### config.mk
export PLATFORM = sky130hd
export DESIGN_NAME = crc_codec_arb_flat
export DESIGN_NICKNAME = d
export VERILOG_FILES = /design/src/rtl/crc_codec_arb_if.sv /design/src/rtl/crc_codec_arb.sv /design/src/flat_wrapper.sv
export SDC_FILE = /design/constraint.sdc
export NUM_CORES = 1
export LEC_CHECK = 0
export CORE_MARGIN = 10
export CORE_UTILIZATION = 36
export DETAILED_ROUTE_END_ITERATION = 10
export PLACE_DENSITY = 0.81
export SETUP_SLACK_MARGIN = 0.5
export SYNTH_ARGS = -nofsm -noshare
export SYNTH_HDL_FRONTEND = slang
export SYNTH_SLANG_ARGS = --single-unit
### constraint.sdc
create_clock -name clk -period 2.8 [get_ports clk]
set_input_delay 0.84 -clock clk [delete_from_list [all_inputs] [get_ports clk]]
set_output_delay 0.84 -clock clk [all_outputs]
set_load 0.01 [all_outputs]
### src/rtl/crc_codec_arb_if.sv
// Requester-side bundle for crc_codec_arb: two job ports plus the shared result bus.
interface crc_codec_arb_if;
  logic        req0_valid;
  logic        req0_ready;
  logic [15:0] req0_data;
  logic        req0_mode;
  logic        req1_valid;
  logic        req1_ready;
  logic [15:0] req1_data;
  logic        req1_mode;
  logic        rsp0_valid;
  logic        rsp1_valid;
  logic [15:0] rsp_data;

  modport master (
    output req0_valid, req0_data, req0_mode,
    output req1_valid, req1_data, req1_mode,
    input  req0_ready, req1_ready, rsp0_valid, rsp1_valid, rsp_data
  );

  modport slave (
    input  req0_valid, req0_data, req0_mode,
    input  req1_valid, req1_data, req1_mode,
    output req0_ready, req1_ready, rsp0_valid, rsp1_valid, rsp_data
  );
endinterface

### src/rtl/crc_codec_arb.sv
// Two-port arbiter feeding a free-running 9-cycle CRC codec frame, with result routing by tag.
// Optional statistics counters are enabled by defining CRC_CODEC_ARB_STAT_EN.
module crc_codec_arb #(
  parameter bit FIXED_PRIO = 1'b0
) (
  input  logic                  clk,
  input  logic                  rst,
  crc_codec_arb_if.slave        bus,
  output logic                  cdc_rst_n,
  output logic                  cdc_valid,
  output logic [15:0]           cdc_data,
  output logic                  cdc_mode,
  input  logic [15:0]           cdc_data_o,
  input  logic                  cdc_valid_o,
  output logic                  sync_err
`ifdef CRC_CODEC_ARB_STAT_EN
  ,
  output logic [15:0]           stat_jobs0,
  output logic [15:0]           stat_jobs1,
  output logic [15:0]           stat_idle
`endif
);
  typedef enum logic [1:0] {TAG_NONE, TAG_P0, TAG_P1} tag_e;

  logic [3:0]  fcnt_q, fcnt_d;
  tag_e        cur_tag_q, cur_tag_d, done_tag_q, done_tag_d;
  logic        last_q, last_d;
  logic [15:0] data_q, data_d;
  logic        mode_q, mode_d;
  logic        wrap_q, wrap_d;
  logic        err_q, err_d;

  logic        any_v, win, slot, grant, dummy;
  logic        rdy0, rdy1, rv0, rv1;
  logic [15:0] rdat;

  always_comb begin
    fcnt_d     = fcnt_q;
    cur_tag_d  = cur_tag_q;
    done_tag_d = done_tag_q;
    last_d     = last_q;
    data_d     = data_q;
    mode_d     = mode_q;
    wrap_d     = 1'b0;
    err_d      = err_q;
    rdy0       = 1'b0;
    rdy1       = 1'b0;
    rv0        = 1'b0;
    rv1        = 1'b0;
    rdat       = '0;
    cdc_valid  = 1'b0;
    grant      = 1'b0;
    dummy      = 1'b0;

    any_v = bus.req0_valid | bus.req1_valid;
    slot  = (fcnt_q == 4'd0) || (fcnt_q == 4'd9);
    if (bus.req0_valid && bus.req1_valid) win = FIXED_PRIO ? 1'b0 : ~last_q;
    else                                  win = bus.req1_valid;

    if (!rst) begin
      grant     = slot && any_v;
      dummy     = (fcnt_q == 4'd9) && !any_v;
      rdy0      = grant && !win;
      rdy1      = grant && win;
      cdc_valid = (fcnt_q == 4'd0) && any_v;
      // Results arrive one cycle after the wrap and belong to the frame that just ended.
      if (fcnt_q == 4'd1 && cdc_valid_o) begin
        rv0 = (done_tag_q == TAG_P0);
        rv1 = (done_tag_q == TAG_P1);
      end
      if (rv0 || rv1) rdat = cdc_data_o;
    end

    if (fcnt_q == 4'd9) begin
      fcnt_d     = 4'd1;
      wrap_d     = 1'b1;
      done_tag_d = cur_tag_q;
      cur_tag_d  = TAG_NONE;
    end else if (fcnt_q == 4'd0) begin
      if (any_v) fcnt_d = 4'd1;
    end else begin
      fcnt_d = fcnt_q + 4'd1;
    end

    if (grant) begin
      data_d    = win ? bus.req1_data : bus.req0_data;
      mode_d    = win ? bus.req1_mode : bus.req0_mode;
      cur_tag_d = win ? TAG_P1 : TAG_P0;
      last_d    = win;
    end else if (dummy) begin
      data_d = '0;
      mode_d = 1'b0;
    end

    if ((cdc_valid_o && fcnt_q != 4'd1) || (fcnt_q == 4'd1 && wrap_q && !cdc_valid_o))
      err_d = 1'b1;
  end

  always_ff @(posedge clk) begin
    if (rst) begin
      fcnt_q     <= '0;
      cur_tag_q  <= TAG_NONE;
      done_tag_q <= TAG_NONE;
      last_q     <= 1'b1;
      data_q     <= '0;
      mode_q     <= 1'b0;
      wrap_q     <= 1'b0;
      err_q      <= 1'b0;
    end else begin
      fcnt_q     <= fcnt_d;
      cur_tag_q  <= cur_tag_d;
      done_tag_q <= done_tag_d;
      last_q     <= last_d;
      data_q     <= data_d;
      mode_q     <= mode_d;
      wrap_q     <= wrap_d;
      err_q      <= err_d;
    end
  end

  assign bus.req0_ready = rdy0;
  assign bus.req1_ready = rdy1;
  assign bus.rsp0_valid = rv0;
  assign bus.rsp1_valid = rv1;
  assign bus.rsp_data   = rdat;
  assign cdc_rst_n      = ~rst;
  assign cdc_data       = data_q;
  assign cdc_mode       = mode_q;
  assign sync_err       = err_q;

`ifdef CRC_CODEC_ARB_STAT_EN
  logic [15:0] sj0_q, sj0_d, sj1_q, sj1_d, sid_q, sid_d;

  always_comb begin
    sj0_d = sj0_q;
    sj1_d = sj1_q;
    sid_d = sid_q;
    if (rv0 && sj0_q != '1)   sj0_d = sj0_q + 16'd1;
    if (rv1 && sj1_q != '1)   sj1_d = sj1_q + 16'd1;
    if (dummy && sid_q != '1) sid_d = sid_q + 16'd1;
  end

  always_ff @(posedge clk) begin
    if (rst) begin
      sj0_q <= '0;
      sj1_q <= '0;
      sid_q <= '0;
    end else begin
      sj0_q <= sj0_d;
      sj1_q <= sj1_d;
      sid_q <= sid_d;
    end
  end

  assign stat_jobs0 = sj0_q;
  assign stat_jobs1 = sj1_q;
  assign stat_idle  = sid_q;
`endif
endmodule

### src/flat_wrapper.sv
// flat-port wrapper written by rule: the top's interface ports become plain ports
module crc_codec_arb_flat 
#(
  parameter bit FIXED_PRIO = 1'b0
)
  (clk, rst, cdc_rst_n, cdc_valid, cdc_data, cdc_mode, cdc_data_o, cdc_valid_o, sync_err, bus_req0_valid, bus_req0_data, bus_req0_mode, bus_req1_valid, bus_req1_data, bus_req1_mode, bus_req0_ready, bus_req1_ready, bus_rsp0_valid, bus_rsp1_valid, bus_rsp_data);
  crc_codec_arb_if bus_i ();
  input  logic clk;
  input  logic rst;
  output logic cdc_rst_n;
  output logic cdc_valid;
  output logic [15:0] cdc_data;
  output logic cdc_mode;
  input  logic [15:0] cdc_data_o;
  input  logic cdc_valid_o;
  output logic sync_err;
  input wire logic [$bits(bus_i.req0_valid)-1:0] bus_req0_valid;
  input wire logic [$bits(bus_i.req0_data)-1:0] bus_req0_data;
  input wire logic [$bits(bus_i.req0_mode)-1:0] bus_req0_mode;
  input wire logic [$bits(bus_i.req1_valid)-1:0] bus_req1_valid;
  input wire logic [$bits(bus_i.req1_data)-1:0] bus_req1_data;
  input wire logic [$bits(bus_i.req1_mode)-1:0] bus_req1_mode;
  output wire logic [$bits(bus_i.req0_ready)-1:0] bus_req0_ready;
  output wire logic [$bits(bus_i.req1_ready)-1:0] bus_req1_ready;
  output wire logic [$bits(bus_i.rsp0_valid)-1:0] bus_rsp0_valid;
  output wire logic [$bits(bus_i.rsp1_valid)-1:0] bus_rsp1_valid;
  output wire logic [$bits(bus_i.rsp_data)-1:0] bus_rsp_data;
  assign bus_i.req0_valid = bus_req0_valid;
  assign bus_i.req0_data = bus_req0_data;
  assign bus_i.req0_mode = bus_req0_mode;
  assign bus_i.req1_valid = bus_req1_valid;
  assign bus_i.req1_data = bus_req1_data;
  assign bus_i.req1_mode = bus_req1_mode;
  assign bus_req0_ready = bus_i.req0_ready;
  assign bus_req1_ready = bus_i.req1_ready;
  assign bus_rsp0_valid = bus_i.rsp0_valid;
  assign bus_rsp1_valid = bus_i.rsp1_valid;
  assign bus_rsp_data = bus_i.rsp_data;
  crc_codec_arb #(.FIXED_PRIO(FIXED_PRIO)) u_core (.clk(clk), .rst(rst), .bus(bus_i), .cdc_rst_n(cdc_rst_n), .cdc_valid(cdc_valid), .cdc_data(cdc_data), .cdc_mode(cdc_mode), .cdc_data_o(cdc_data_o), .cdc_valid_o(cdc_valid_o), .sync_err(sync_err));
endmodule
==> run_results.csv <==
group,metric,value,unit
setup_path,path_cells,"inv_2, ha_4, or3b_4, nor4b_4, clkbuf_16, buf_6, buf_6, and2_4, buf_6",
clocking,cts_tree,"built",
clocking,clock_latency,0.28,ns
power_and_ir_drop,pwr_density_cell,701.3,nW/µm²
logic_synthesis,ys_seq_area_share,39.09,%
logic_synthesis,synth_top_area_share,39.09,%
final_layout,antenna_cells,0,
run_status,outcome,"complete, but fails checks",
logic_synthesis,syn_area,1434,µm²
floorplan,die_area,6907,µm²
grt,grtUsageMet3,7.129,%
timing,setup_viol,13,
timing,final.setup_skew,0.003640,ns
routing,drc_errors,0,
grt,grt-ovfl-total,0,
logic_synthesis,synth_top_family_by_area,"simple AND/OR/NAND/NOR gates",
final_layout,layout_commonest_cell,"clkdlybuf4s50_1",
timing,hold_viol_final,0,
grt,antenna_found_initial,0,
routing,drt-total-wl,5.286,mm
floorplan,coreArea,3744,µm²
clocking,hold_buffers,0,
setup_path,path_class,"register to output port",
grt,grt_pass1_wl,8.666,mm
final_layout,multi_input_area,893.4,µm²
setup_path,start_kind,"register",
final_layout,finish.utilization,78.11,%
grt,met1_usage,15.68,%
final_layout,layout-drive-gt1-share,40.38,%
logic_synthesis,synth-compound-area-share,16.14,%
placed_design,dp_hpwl,3.880,mm
logic_synthesis,ys_warn_count,0,
timing,setup_tns,-1.299,ns
timing,maxSlewHeadroom,68.92,%
grt,grt_max_degree,20,
clocking,h-tree-depth,1,
timing,hold_slack,0.4689,ns
timing,fmax,333.7,MHz
grt,grt_util_all_layers,14.71,%
grt,grt_busiest_layer,"met2",
logic_synthesis,synthCells,137,
logic_synthesis,ys_types,29,
clocking,cts_sinks,28,
logic_synthesis,synthAdderAreaFrac,2.618,%
logic_synthesis,postSynthAreaPerCell,10.47,µm²
routing,drt_iter0_drc,52,
timing,grt_setup_unrepaired,"yes",
timing,drv_slew,0,
timing,layout_setup_ws,-0.1966,ns
logic_synthesis,synthMuxAreaShare,13.96,%
floorplan,die_w,83.11,µm
timing,fin_crit,2.997,ns
power_and_ir_drop,ir_drop,435.5,µV
setup_path,crit_fanout,4,
setup_path,arrival,2.16,ns
logic_synthesis,yosys_register_bits,28,
routing,avgViaCountPerCell,4.946,
routing,num_vias,1548,
routing,drt.antenna.violating_nets,0,
setup_path,worst_setup_path_end_kind,"output port",
grt,met2_usage,25.00,%
power_and_ir_drop,p_total,2.051,mW
routing,dr.pass1.iters,4,
final_layout,seqCellArea,563.0,µm²
timing,worst_pin_slew,0.4622,ns
floorplan,ios,95,
final_layout,n_fill_cell,257,
clocking,clock_path_buffers,2,
logic_synthesis,synth_area_leaders,"dfxtp_1 (39%), mux2i_1 (14%), o2bb2ai_1 (10%)",
final_layout,fin_nets,324,
setup_path,crit_required,1.96,ns
run,drv_cap,0,
setup_path,max_stage_delay,0.38,ns
logic_synthesis,synth_simple_gate_area_share,19.37,%
placed_design,placedCellCount,290,
worst_hold_path,holdCritPathClass,"register to register",
timing,period_share,107.0,%
final_layout,area_delta_synth_final,103.9,%
floorplan,start_util,38.30,%
logic_synthesis,yosysTopAreaCell,"dfxtp_1",
setup_path,cp_slowest_cell,"or3b_4",
routing,wire_per_inst,16.89,µm
clocking,cts-root-buf,"clkbuf_8",
run_status,violations,"setup timing",
floorplan,die_h,83.11,µm
power_and_ir_drop,p_leak,1.231,nW
clocking,path_clk_slew,0.09,ns
floorplan,rows,22,
placed_design,gp_congestion,0.7742,
final_layout,layout_common_cells,"clkdlybuf4s50_1 (68), buf_6 (34), dfxtp_1 (26)",
placed_design,numPortBuffers,94,
grt,first_global_vias,1755,
clocking,numCtsBuffers,3,
logic_synthesis,synth.net_count,195,
logic_synthesis,synth-xor-area-share,1.832,%
setup_path,critPathMostFrequentCell,"buf_6",
final_layout,fin_cells,313,
## worst paths after layout
check,cells after the start,startpoint,slack (ns),to
setup / recovery,9,u_core.fcnt_q[1],-0.20,bus_rsp_data[10]
setup reg to reg,16,u_core.fcnt_q[0],0.26,u_core.last_q
hold / removal,1,u_core.cur_tag_q[1],0.47,u_core.cur_tag_q[1]
hold reg to reg,1,u_core.cur_tag_q[1],0.47,u_core.cur_tag_q[1]
## layout make-up
| type | instances | area share (%) |
|---|---|---|
| clock buffers | 3 | 1.412 |
| clock inverters | 1 | 1.027 |
| inverters | 5 | 0.7274 |
| multi-input cells | 95 | 30.55 |
| flip-flops and latches | 28 | 19.26 |
| well taps | 48 | 2.054 |
| repair buffers | 133 | 44.97 |
## synth_stat cells
library cell,n
nand3_1,3
nor2_1,8
and2_1,16
clkbuf_1,1
nor3b_1,3
xor2_1,1
or4_4,1
mux2i_1,20
buf_2,2
inv_1,5
or4b_2,1
a21boi_0,1
o2bb2ai_1,17
or3b_2,1
xnor2_1,2
dfxtp_1,28
nand2_1,1
o32a_1,1
a2bb2o_1,1
o2bb2ai_2,1
nand3b_1,2
nor3_1,3
or3b_4,2
buf_6,6
nor4b_4,1
a21oi_1,3
o31ai_1,2
ha_1,3
o211a_1,1
## report_power, final
group	total (mW)	internal, mW	leakage, nW	switching [mW]
clock	0.318	0.192	0.0357	0.126
sequential	0.587	0.515	0.231	0.0723
combinational	1.15	0.683	0.965	0.464
## worst max-delay path: cells and delay by family, from the launching register on
kind	cells	cell delay [ns]
buffers and inverters	5	0.56
flip-flops	1	0.34
adder cells (fa/ha/maj)	1	0.12
AND/OR/NAND/NOR	3	0.87
## timing repair
item                                    CTS  global route
cloned                                    1             0
endpoints found under the setup margin   22            24
buffers inserted                         17             1
pin swaps                                10             2
gates resized for setup                 136            14
## cell families after synthesis
group,Yosys count
AND/OR/NAND/NOR,42
XOR/XNOR,3
multiplexers,20
flip-flops,28
AO/OA/AOI/OAI,27
adder cells (fa/ha/maj),3
buffers and inverters,14
## sequential cells by signal (all words and copies together) (netlist names)
name               flops
u_core.cdc_data       16
u_core.fcnt_q          4
u_core.cur_tag_q       2
u_core.done_tag_q      2
u_core.cdc_mode        1
u_core.last_q          1
u_core.sync_err        1
u_core.wrap_q          1
## routing by layer
metal  part of all wire [%]  vias to the layer above
li1                       -                      752
met1                     42                      707
met2                     46                       80
met3                     10                        9
met4                    1.7                        0
met5                      0                        -
## through the flow
stage | setup slack (ns) | cell area [µm²]
2_1_floorplan | 0.1859 | 1535
3_3_place_gp | -0.6205 | 2600
3_5_place_dp | -0.6343 | 2600
4_1_cts | -0.2824 | 2917
5_1_grt | -0.2665 | 2924
6_report | -0.1966 | 2924
Power figures use the tool's default switching activity.
